==> src/rtl/dcache_if.sv <==
// dcache_if: bundles the CPU-side byte interface and the memory-side block
// interface of the data cache.
//   CPU side   : READ, WRITE, ADDRESS[7:0], WRITEDATA[7:0] -> READDATA[7:0], BUSYWAIT
//   Memory side: mem_read, mem_write, mem_address[5:0], mem_writedata[31:0]
//                <- mem_readdata[31:0], mem_busywait
// Modport slave is the cache's view; modport master is the environment's view
// (CPU plus data memory).
interface dcache_if;
  logic        READ;
  logic        WRITE;
  logic [7:0]  ADDRESS;
  logic [7:0]  WRITEDATA;
  logic [7:0]  READDATA;
  logic        BUSYWAIT;
  logic        mem_read;
  logic        mem_write;
  logic [5:0]  mem_address;
  logic [31:0] mem_writedata;
  logic [31:0] mem_readdata;
  logic        mem_busywait;

  modport slave (
    input  READ, WRITE, ADDRESS, WRITEDATA, mem_readdata, mem_busywait,
    output READDATA, BUSYWAIT, mem_read, mem_write, mem_address, mem_writedata
  );

  modport master (
    output READ, WRITE, ADDRESS, WRITEDATA, mem_readdata, mem_busywait,
    input  READDATA, BUSYWAIT, mem_read, mem_write, mem_address, mem_writedata
  );
endinterface

==> src/rtl/dcache.sv <==
// dcache: direct-mapped, write-back, write-allocate data cache.
// 8 lines x 4 bytes; byte address = {tag[7:5], index[4:2], offset[1:0]}.
// Ports:
//   CLK    - system clock
//   RESET  - synchronous, active-high reset (clears valid/dirty, FSM to IDLE)
//   bus    - dcache_if.slave: CPU READ/WRITE/ADDRESS/WRITEDATA in,
//            READDATA/BUSYWAIT out; memory block request out
//            (mem_read/mem_write/mem_address/mem_writedata), mem_readdata and
//            mem_busywait in.
// Hits complete in the same cycle; misses run WRITE_BACK (if dirty), FETCH,
// ALLOCATE, then the access re-hits in IDLE.
module dcache (
  input  logic     CLK,
  input  logic     RESET,
  dcache_if.slave  bus
);

  typedef enum logic [1:0] {
    IDLE,
    WRITE_BACK,
    FETCH,
    ALLOCATE
  } state_t;

  state_t      state_q, state_d;
  logic [7:0]  valid_q, valid_d;
  logic [7:0]  dirty_q, dirty_d;
  logic [2:0]  tag_q  [8];
  logic [2:0]  tag_d  [8];
  logic [31:0] data_q [8];
  logic [31:0] data_d [8];
  logic        mem_read_q, mem_read_d;
  logic        mem_write_q, mem_write_d;

  logic [2:0]  idx;
  logic [2:0]  tag_in;
  logic [4:0]  bit_off;
  logic        hit;

  assign idx     = bus.ADDRESS[4:2];
  assign tag_in  = bus.ADDRESS[7:5];
  assign bit_off = {bus.ADDRESS[1:0], 3'b000};
  assign hit     = valid_q[idx] && (tag_q[idx] == tag_in);

  // CPU-facing outputs are combinational so hits need no stall.
  assign bus.READDATA = hit ? data_q[idx][bit_off +: 8] : '0;
  assign bus.BUSYWAIT = (bus.READ || bus.WRITE) && !((state_q == IDLE) && hit);

  assign bus.mem_read  = mem_read_q;
  assign bus.mem_write = mem_write_q;

  always_comb begin
    bus.mem_address   = '0;
    bus.mem_writedata = '0;
    case (state_q)
      WRITE_BACK: begin
        bus.mem_address   = {tag_q[idx], idx};
        bus.mem_writedata = data_q[idx];
      end
      FETCH: begin
        bus.mem_address = bus.ADDRESS[7:2];
      end
      default: ;
    endcase
  end

  always_comb begin
    state_d = state_q;
    valid_d = valid_q;
    dirty_d = dirty_q;
    tag_d   = tag_q;
    data_d  = data_q;
    case (state_q)
      IDLE: begin
        // WRITE wins if READ is also asserted; a read hit changes nothing.
        if (bus.WRITE && hit) begin
          data_d[idx][bit_off +: 8] = bus.WRITEDATA;
          dirty_d[idx]              = 1'b1;
        end else if ((bus.READ || bus.WRITE) && !hit) begin
          state_d = (valid_q[idx] && dirty_q[idx]) ? WRITE_BACK : FETCH;
        end
      end
      WRITE_BACK: begin
        if (!bus.mem_busywait) state_d = FETCH;
      end
      FETCH: begin
        if (!bus.mem_busywait) begin
          data_d[idx]  = bus.mem_readdata;
          tag_d[idx]   = tag_in;
          valid_d[idx] = 1'b1;
          dirty_d[idx] = 1'b0;
          state_d      = ALLOCATE;
        end
      end
      ALLOCATE: state_d = IDLE;
      default:  state_d = IDLE;
    endcase
    // Memory strobes are decoded from the next state so they are registered
    // and line up exactly with the WRITE_BACK / FETCH states.
    mem_read_d  = (state_d == FETCH);
    mem_write_d = (state_d == WRITE_BACK);
  end

  always_ff @(posedge CLK) begin
    if (RESET) begin
      state_q     <= IDLE;
      valid_q     <= '0;
      dirty_q     <= '0;
      mem_read_q  <= 1'b0;
      mem_write_q <= 1'b0;
    end else begin
      state_q     <= state_d;
      valid_q     <= valid_d;
      dirty_q     <= dirty_d;
      tag_q       <= tag_d;
      data_q      <= data_d;
      mem_read_q  <= mem_read_d;
      mem_write_q <= mem_write_d;
    end
  end

endmodule
==> src/flat_wrapper.sv <==
// flat-port wrapper written by rule: the top's interface ports become plain ports
module dcache_flat 
  (CLK, RESET, bus_READ, bus_WRITE, bus_ADDRESS, bus_WRITEDATA, bus_mem_readdata, bus_mem_busywait, bus_READDATA, bus_BUSYWAIT, bus_mem_read, bus_mem_write, bus_mem_address, bus_mem_writedata);
  dcache_if bus_i ();
  input  logic CLK;
  input  logic RESET;
  input wire logic [$bits(bus_i.READ)-1:0] bus_READ;
  input wire logic [$bits(bus_i.WRITE)-1:0] bus_WRITE;
  input wire logic [$bits(bus_i.ADDRESS)-1:0] bus_ADDRESS;
  input wire logic [$bits(bus_i.WRITEDATA)-1:0] bus_WRITEDATA;
  input wire logic [$bits(bus_i.mem_readdata)-1:0] bus_mem_readdata;
  input wire logic [$bits(bus_i.mem_busywait)-1:0] bus_mem_busywait;
  output wire logic [$bits(bus_i.READDATA)-1:0] bus_READDATA;
  output wire logic [$bits(bus_i.BUSYWAIT)-1:0] bus_BUSYWAIT;
  output wire logic [$bits(bus_i.mem_read)-1:0] bus_mem_read;
  output wire logic [$bits(bus_i.mem_write)-1:0] bus_mem_write;
  output wire logic [$bits(bus_i.mem_address)-1:0] bus_mem_address;
  output wire logic [$bits(bus_i.mem_writedata)-1:0] bus_mem_writedata;
  assign bus_i.READ = bus_READ;
  assign bus_i.WRITE = bus_WRITE;
  assign bus_i.ADDRESS = bus_ADDRESS;
  assign bus_i.WRITEDATA = bus_WRITEDATA;
  assign bus_i.mem_readdata = bus_mem_readdata;
  assign bus_i.mem_busywait = bus_mem_busywait;
  assign bus_READDATA = bus_i.READDATA;
  assign bus_BUSYWAIT = bus_i.BUSYWAIT;
  assign bus_mem_read = bus_i.mem_read;
  assign bus_mem_write = bus_i.mem_write;
  assign bus_mem_address = bus_i.mem_address;
  assign bus_mem_writedata = bus_i.mem_writedata;
  dcache u_core (.CLK(CLK), .RESET(RESET), .bus(bus_i));
endmodule
==> config.mk <==
export PLATFORM = sky130hd
export DESIGN_NAME = dcache_flat
export DESIGN_NICKNAME = d
export VERILOG_FILES = /design/src/rtl/dcache_if.sv /design/src/rtl/dcache.sv /design/src/flat_wrapper.sv
export SDC_FILE = /design/constraint.sdc
export NUM_CORES = 1
export LEC_CHECK = 0
export BUFFER_PORTS_ARGS = -buffer_cell sky130_fd_sc_hd__buf_2
export CORE_MARGIN = 10
export CORE_UTILIZATION = 54
export DETAILED_ROUTE_END_ITERATION = 16
export PLACE_DENSITY = 0.76
export SKIP_CTS_REPAIR_TIMING = 1
export SYNTH_ARGS = -nofsm -noshare
export SYNTH_HDL_FRONTEND = slang
export SYNTH_SLANG_ARGS = --single-unit
==> constraint.sdc <==
create_clock -name CLK -period 3.11 [get_ports CLK]
set_input_delay 0.7775 -clock CLK [delete_from_list [all_inputs] [get_ports CLK]]
set_output_delay 0.7775 -clock CLK [all_outputs]
set_load 0.05 [all_outputs]
==> Flow_metrics.wiki <==
{| class="wikitable"
! Metric !! Value
|-
| # port buffers || approximately 100
|-
| Total clock sinks || 300
|-
| P_int || 7.328 mW
|-
| Crit path DAT || approximately 2.8 ns
|-
| Total negative slack for setup checks || -4.112 ns
|-
| Number of placement rows || 57
|-
| Routed via count || ~11,000
|-
| Multiplexer fraction of the synthesized cell area || 2.644%
|-
| Dominant combinational cell family by area after synthesis || simple AND/OR/NAND/NOR gates
|-
| R2R Path Start || u_core.tag_q[23]
|-
| RD Place Congestion || 0.9336
|-
| Relative contribution of sequential cells to total power || 43.7%
|-
| Final wirelength || 45,360 um
|-
| Max Fclk || around 0.28 GHz
|-
| Crit Reg-Reg Endpoint || u_core.data_q[161]
|-
| Area of the core || around 24,000 um2
|-
| Class of the most critical hold timing path || flop to flop
|-
| Final global-route overflow total || 0
|-
| Type of element capturing the critical path || output pin
|-
| Power density of the placed cells || 581.8 nW/um2
|-
| Post-synthesis sequential area ratio || 66.23%
|-
| Buffer depth of the longest clock path || 3
|-
| Cells on worst reg2reg path || 11
|-
| Area added between synthesis and finish || 33.44%
|-
| Critical path start-end classification || input pin to output pin
|-
| Clock input transition at the sequential cells of the worst setup and hold paths || ~0.050 ns
|-
| Compound-gate portion of the synthesized area || 12.43%
|-
| Violations in the final reports || setup timing
|-
| Number of synthesized flops with an enable pin || 280
|-
| Wire length on met1 || roughly 15,000 um
|-
| Vias per inst || 6.595
|-
| Antenna violations before repair || 0
|-
| Worst skew pair latency || about 0.58 ns
|-
| Die outline area || 31,300 um2
|-
| Cell area after technology mapping || 13,300 um2
|-
| Setup slack of the most critical reg-to-reg path || 0.14 ns
|-
| Final count of pins violating max slew || 0
|-
| Switch share || 29.03%
|-
| Count of final hold-check violations || 0
|-
| Endpoint of the worst setup timing path || bus_READDATA[6]
|-
| Y dimension of the die || approximately 180 um
|-
| Total routing usage reported by global routing || about a quarter
|-
| Worst hold margin || approximately 0.45 ns
|-
| Number of cells produced by synthesis || roughly 1,100
|-
| Largest vdd supply drop || roughly 460 uV
|-
| Number of warnings reported in the yosys synthesis log || 0
|-
| Global-route wire length before repair || 60,740 um
|-
| Post-layout worst setup margin || -0.4947 ns
|-
| Hpwl dp || 27,540 um
|-
| Required time at the worst-slack endpoint || 2.33 ns
|-
| Root buffer cell || sky130_fd_sc_hd__clkbuf_16
|-
| Share of total power in the clock network || 34.1%
|-
| Kind of launch point of the worst setup path || input pin
|-
| Layout cell share with drive strength beyond 1 || 36.78%
|-
| Count of maximum capacitance violations || 0
|-
| Net count of the mapped netlist || 1,118
|-
| Setup repair after global routing missed its margin || yes
|-
| Transition at the pin with the smallest max-transition slack || 0.9666 ns
|-
| Maximum fanout along the worst path || 9
|-
| Number of routed nets with antenna violations || 0
|-
| Wire per inst || ~27 um
|-
| Layout Skew || 0.03467 ns
|-
| Clock tree from TritonCTS || done
|-
| Total met2 wirelength after detailed routing || 21,310 um
|-
| Area fraction in and, or, nand and nor cells after synthesis || 14.92%
|-
| Number of top-level pins || 102
|-
| Number of distinct standard cells referenced by the synthesized netlist || 52
|-
| Outcome || finished with violations
|-
| Initial standard-cell utilization of the core || 54.85%
|-
| Xor and xnor fraction of the mapped netlist area || less than 1%
|-
| Post-synth top flop || sky130_fd_sc_hd__edfxtp_1
|-
| TritonCTS buffer count || 30
|-
| Synthesized-area fraction occupied by adder cells || 0.7527%
|-
| Initial drt markers || 1,948
|-
| Post-layout nets || 1,381
|-
| Mean area per synthesized cell || between 10 and 15 um2
|-
| Final period util || 115.9%
|-
| Met3 wirelength from detailed routing || 6276 um
|-
| Async set or reset register ratio after synthesis || 0%
|-
| Drc violations || 0
|-
| Net switching power || 2.997 mW
|-
| Leakage Power || 6.380 nW
|-
| Proportion of power drawn by combinational gates || 22.3%
|-
| Number of setup violations in the final report || 29
|-
| Detailed Routing Iterations Pass 1 || 6
|-
| Minimum clock period || ~3.6 ns
|-
| Maximum number of pins on one net before global-route repair || 39
|-
| Origin of the worst setup path || bus_ADDRESS[2]
|-
| #FFs+latches synth || 300
|-
| Die W || 176.9 um
|-
| Highest layer used for signal routing || met4
|-
| Number of global-route vias before repair || 10,279
|-
| Clock H-tree levels || 1
|-
| Worst rel slew slack || 35.56%
|-
| Antenna diodes || 0
|}
==> cell usage after synthesis (all sizes together), types with 3 or more instances <==
| library cell | instances | area, um2 |
|---|---|---|
| a21o | 9 | 67.56 |
| a21oi | 10 | 50.05 |
| a221oi | 4 | 41.29 |
| a22oi | 167 | 1254 |
| a311oi | 8 | 70.07 |
| and2 | 4 | 27.53 |
| and3b | 3 | 26.28 |
| and4 | 34 | 300.3 |
| buf | 30 | 178.9 |
| clkbuf | 47 | 176.4 |
| dfxtp | 20 | 400.4 |
| edfxtp | 280 | 8408 |
| ha | 8 | 100.1 |
| inv | 7 | 26.27 |
| mux2 | 3 | 33.78 |
| mux2i | 8 | 92.59 |
| mux4 | 10 | 225.2 |
| nand2 | 12 | 45.04 |
| nand3 | 3 | 15.01 |
| nand4 | 3 | 18.77 |
| nor2 | 313 | 1175 |
| nor2b | 39 | 244.0 |
| nor3b | 4 | 63.81 |
| o211ai | 4 | 50.05 |
| o21ai | 3 | 15.01 |
==> cell usage in the layout, fill, tap and decap left out, types with 4 or more instances in the layout <==
cell | synthesis | layout
sky130_fd_sc_hd__clkinv_1 | 1 | 11
sky130_fd_sc_hd__and4_4 | 1 | 25
sky130_fd_sc_hd__nor2_2 | 0 | 32
sky130_fd_sc_hd__ha_1 | 8 | 7
sky130_fd_sc_hd__nor2b_2 | 0 | 17
sky130_fd_sc_hd__clkinv_2 | 0 | 4
sky130_fd_sc_hd__edfxtp_1 | 280 | 280
sky130_fd_sc_hd__a22oi_2 | 0 | 10
sky130_fd_sc_hd__nor2b_4 | 0 | 15
sky130_fd_sc_hd__buf_2 | 23 | 56
sky130_fd_sc_hd__buf_12 | 0 | 34
sky130_fd_sc_hd__and4_1 | 33 | 8
sky130_fd_sc_hd__inv_1 | 6 | 6
sky130_fd_sc_hd__clkbuf_1 | 47 | 7
sky130_fd_sc_hd__a21o_1 | 9 | 9
sky130_fd_sc_hd__o211ai_2 | 4 | 4
sky130_fd_sc_hd__a21oi_1 | 10 | 10
sky130_fd_sc_hd__buf_4 | 4 | 165
sky130_fd_sc_hd__clkbuf_16 | 0 | 41
sky130_fd_sc_hd__nand2_1 | 12 | 11
sky130_fd_sc_hd__mux4_2 | 10 | 10
sky130_fd_sc_hd__dfxtp_1 | 20 | 20
sky130_fd_sc_hd__a22oi_1 | 167 | 157
sky130_fd_sc_hd__nor2b_1 | 39 | 7
sky130_fd_sc_hd__mux2i_1 | 7 | 7
sky130_fd_sc_hd__nor2_4 | 0 | 8
sky130_fd_sc_hd__buf_8 | 0 | 11
sky130_fd_sc_hd__buf_6 | 3 | 29
sky130_fd_sc_hd__nor2_1 | 313 | 273
sky130_fd_sc_hd__a311oi_1 | 8 | 8
==> power by group through the flow <==
| stage | Sequential, mW | Combinational [mW] | Clock (mW) |
|---|---|---|---|
| after global placement | 4.59 | 1.98 | 0 |
| after floorplan | 4.61 | 1.22 | 0 |
| final | 4.51 | 2.30 | 3.52 |
| after detailed placement | 4.59 | 2.02 | 0 |
| after CTS | 4.50 | 2.03 | 3.52 |
| after global routing | 4.51 | 2.40 | 3.67 |
==> layout make-up <==
cell class	instances	area, um2
sequential	300	8808
fill	1506	6502
multi-input combinational	672	4579
timing repair buffer	308	2982
clock buffer	37	777.0
tap	324	405.4
clock inverter	18	163.9
inverter	8	30.03
==> worst min path at each step <==
stage,startpoint,to,slack [ns],cells after the start
CTS,u_core.valid_q[7],u_core.valid_q[7],0.45,1
floorplan,u_core.valid_q[0],u_core.valid_q[0],0.43,1
finish,u_core.valid_q[0],u_core.valid_q[0],0.45,1
global route,u_core.valid_q[4],u_core.valid_q[4],0.48,1
detailed placement,u_core.valid_q[7],u_core.valid_q[7],0.44,1
global placement,u_core.valid_q[0],u_core.valid_q[0],0.43,1
==> state kept, by name, indices dropped and copies added (netlist names), named ones only <==
register	cells
u_core.bus.mem_read	1
u_core.bus.mem_write	1
u_core.data_q	256
u_core.state_q	2
u_core.tag_q	24
u_core.valid_q	8
==> logic make-up (layout without fill, tap and decap cells) <==
family | after synthesis | count (layout)
flip-flops | 300 | 300
buffers and inverters | 85 | 371
adder cells (fa/ha/maj) | 8 | 8
multiplexers | 21 | 21
AO/OA/AOI/OAI | 218 | 218
AND/OR/NAND/NOR | 424 | 424
XOR/XNOR | 1 | 1
==> through the flow <==
stage / util [%] / setup slack (ns) / instance area (um2) / std cells / total power, mW
finish: 73.18 / -0.4947 / 17750 / 1667 / 10.33
global route: 73.18 / -0.5151 / 17750 / 1667 / 10.58
CTS: 68.92 / -0.6725 / 16710 / 1634 / 10.05
detailed placement: 65.04 / -0.6694 / 15770 / 1579 / 6.605
global placement: 65.04 / -0.6681 / 15770 / 1579 / 6.568
floorplan: - / -0.3945 / 13610 / 1057 / 5.836
==> critical path, stage by stage <==
cell,delay [ns]
sky130_fd_sc_hd__buf_12,0.12
sky130_fd_sc_hd__buf_8,0.13
sky130_fd_sc_hd__nor3b_4,0.24
sky130_fd_sc_hd__buf_6,0.18
sky130_fd_sc_hd__clkbuf_16,0.18
sky130_fd_sc_hd__a22oi_1,0.09
sky130_fd_sc_hd__and4_1,0.23
sky130_fd_sc_hd__mux4_2,0.58
sky130_fd_sc_hd__nor2_4,0.14
sky130_fd_sc_hd__buf_8,0.15
==> per-layer routing <==
layer	track usage [%]	up-vias
met5	0	-
met2	41.04	996
met1	32.61	5284
li1	-	4525
met3	5.569	189
met4	10.96	0
No activity file was read; power rests on OpenSTA's default activity.
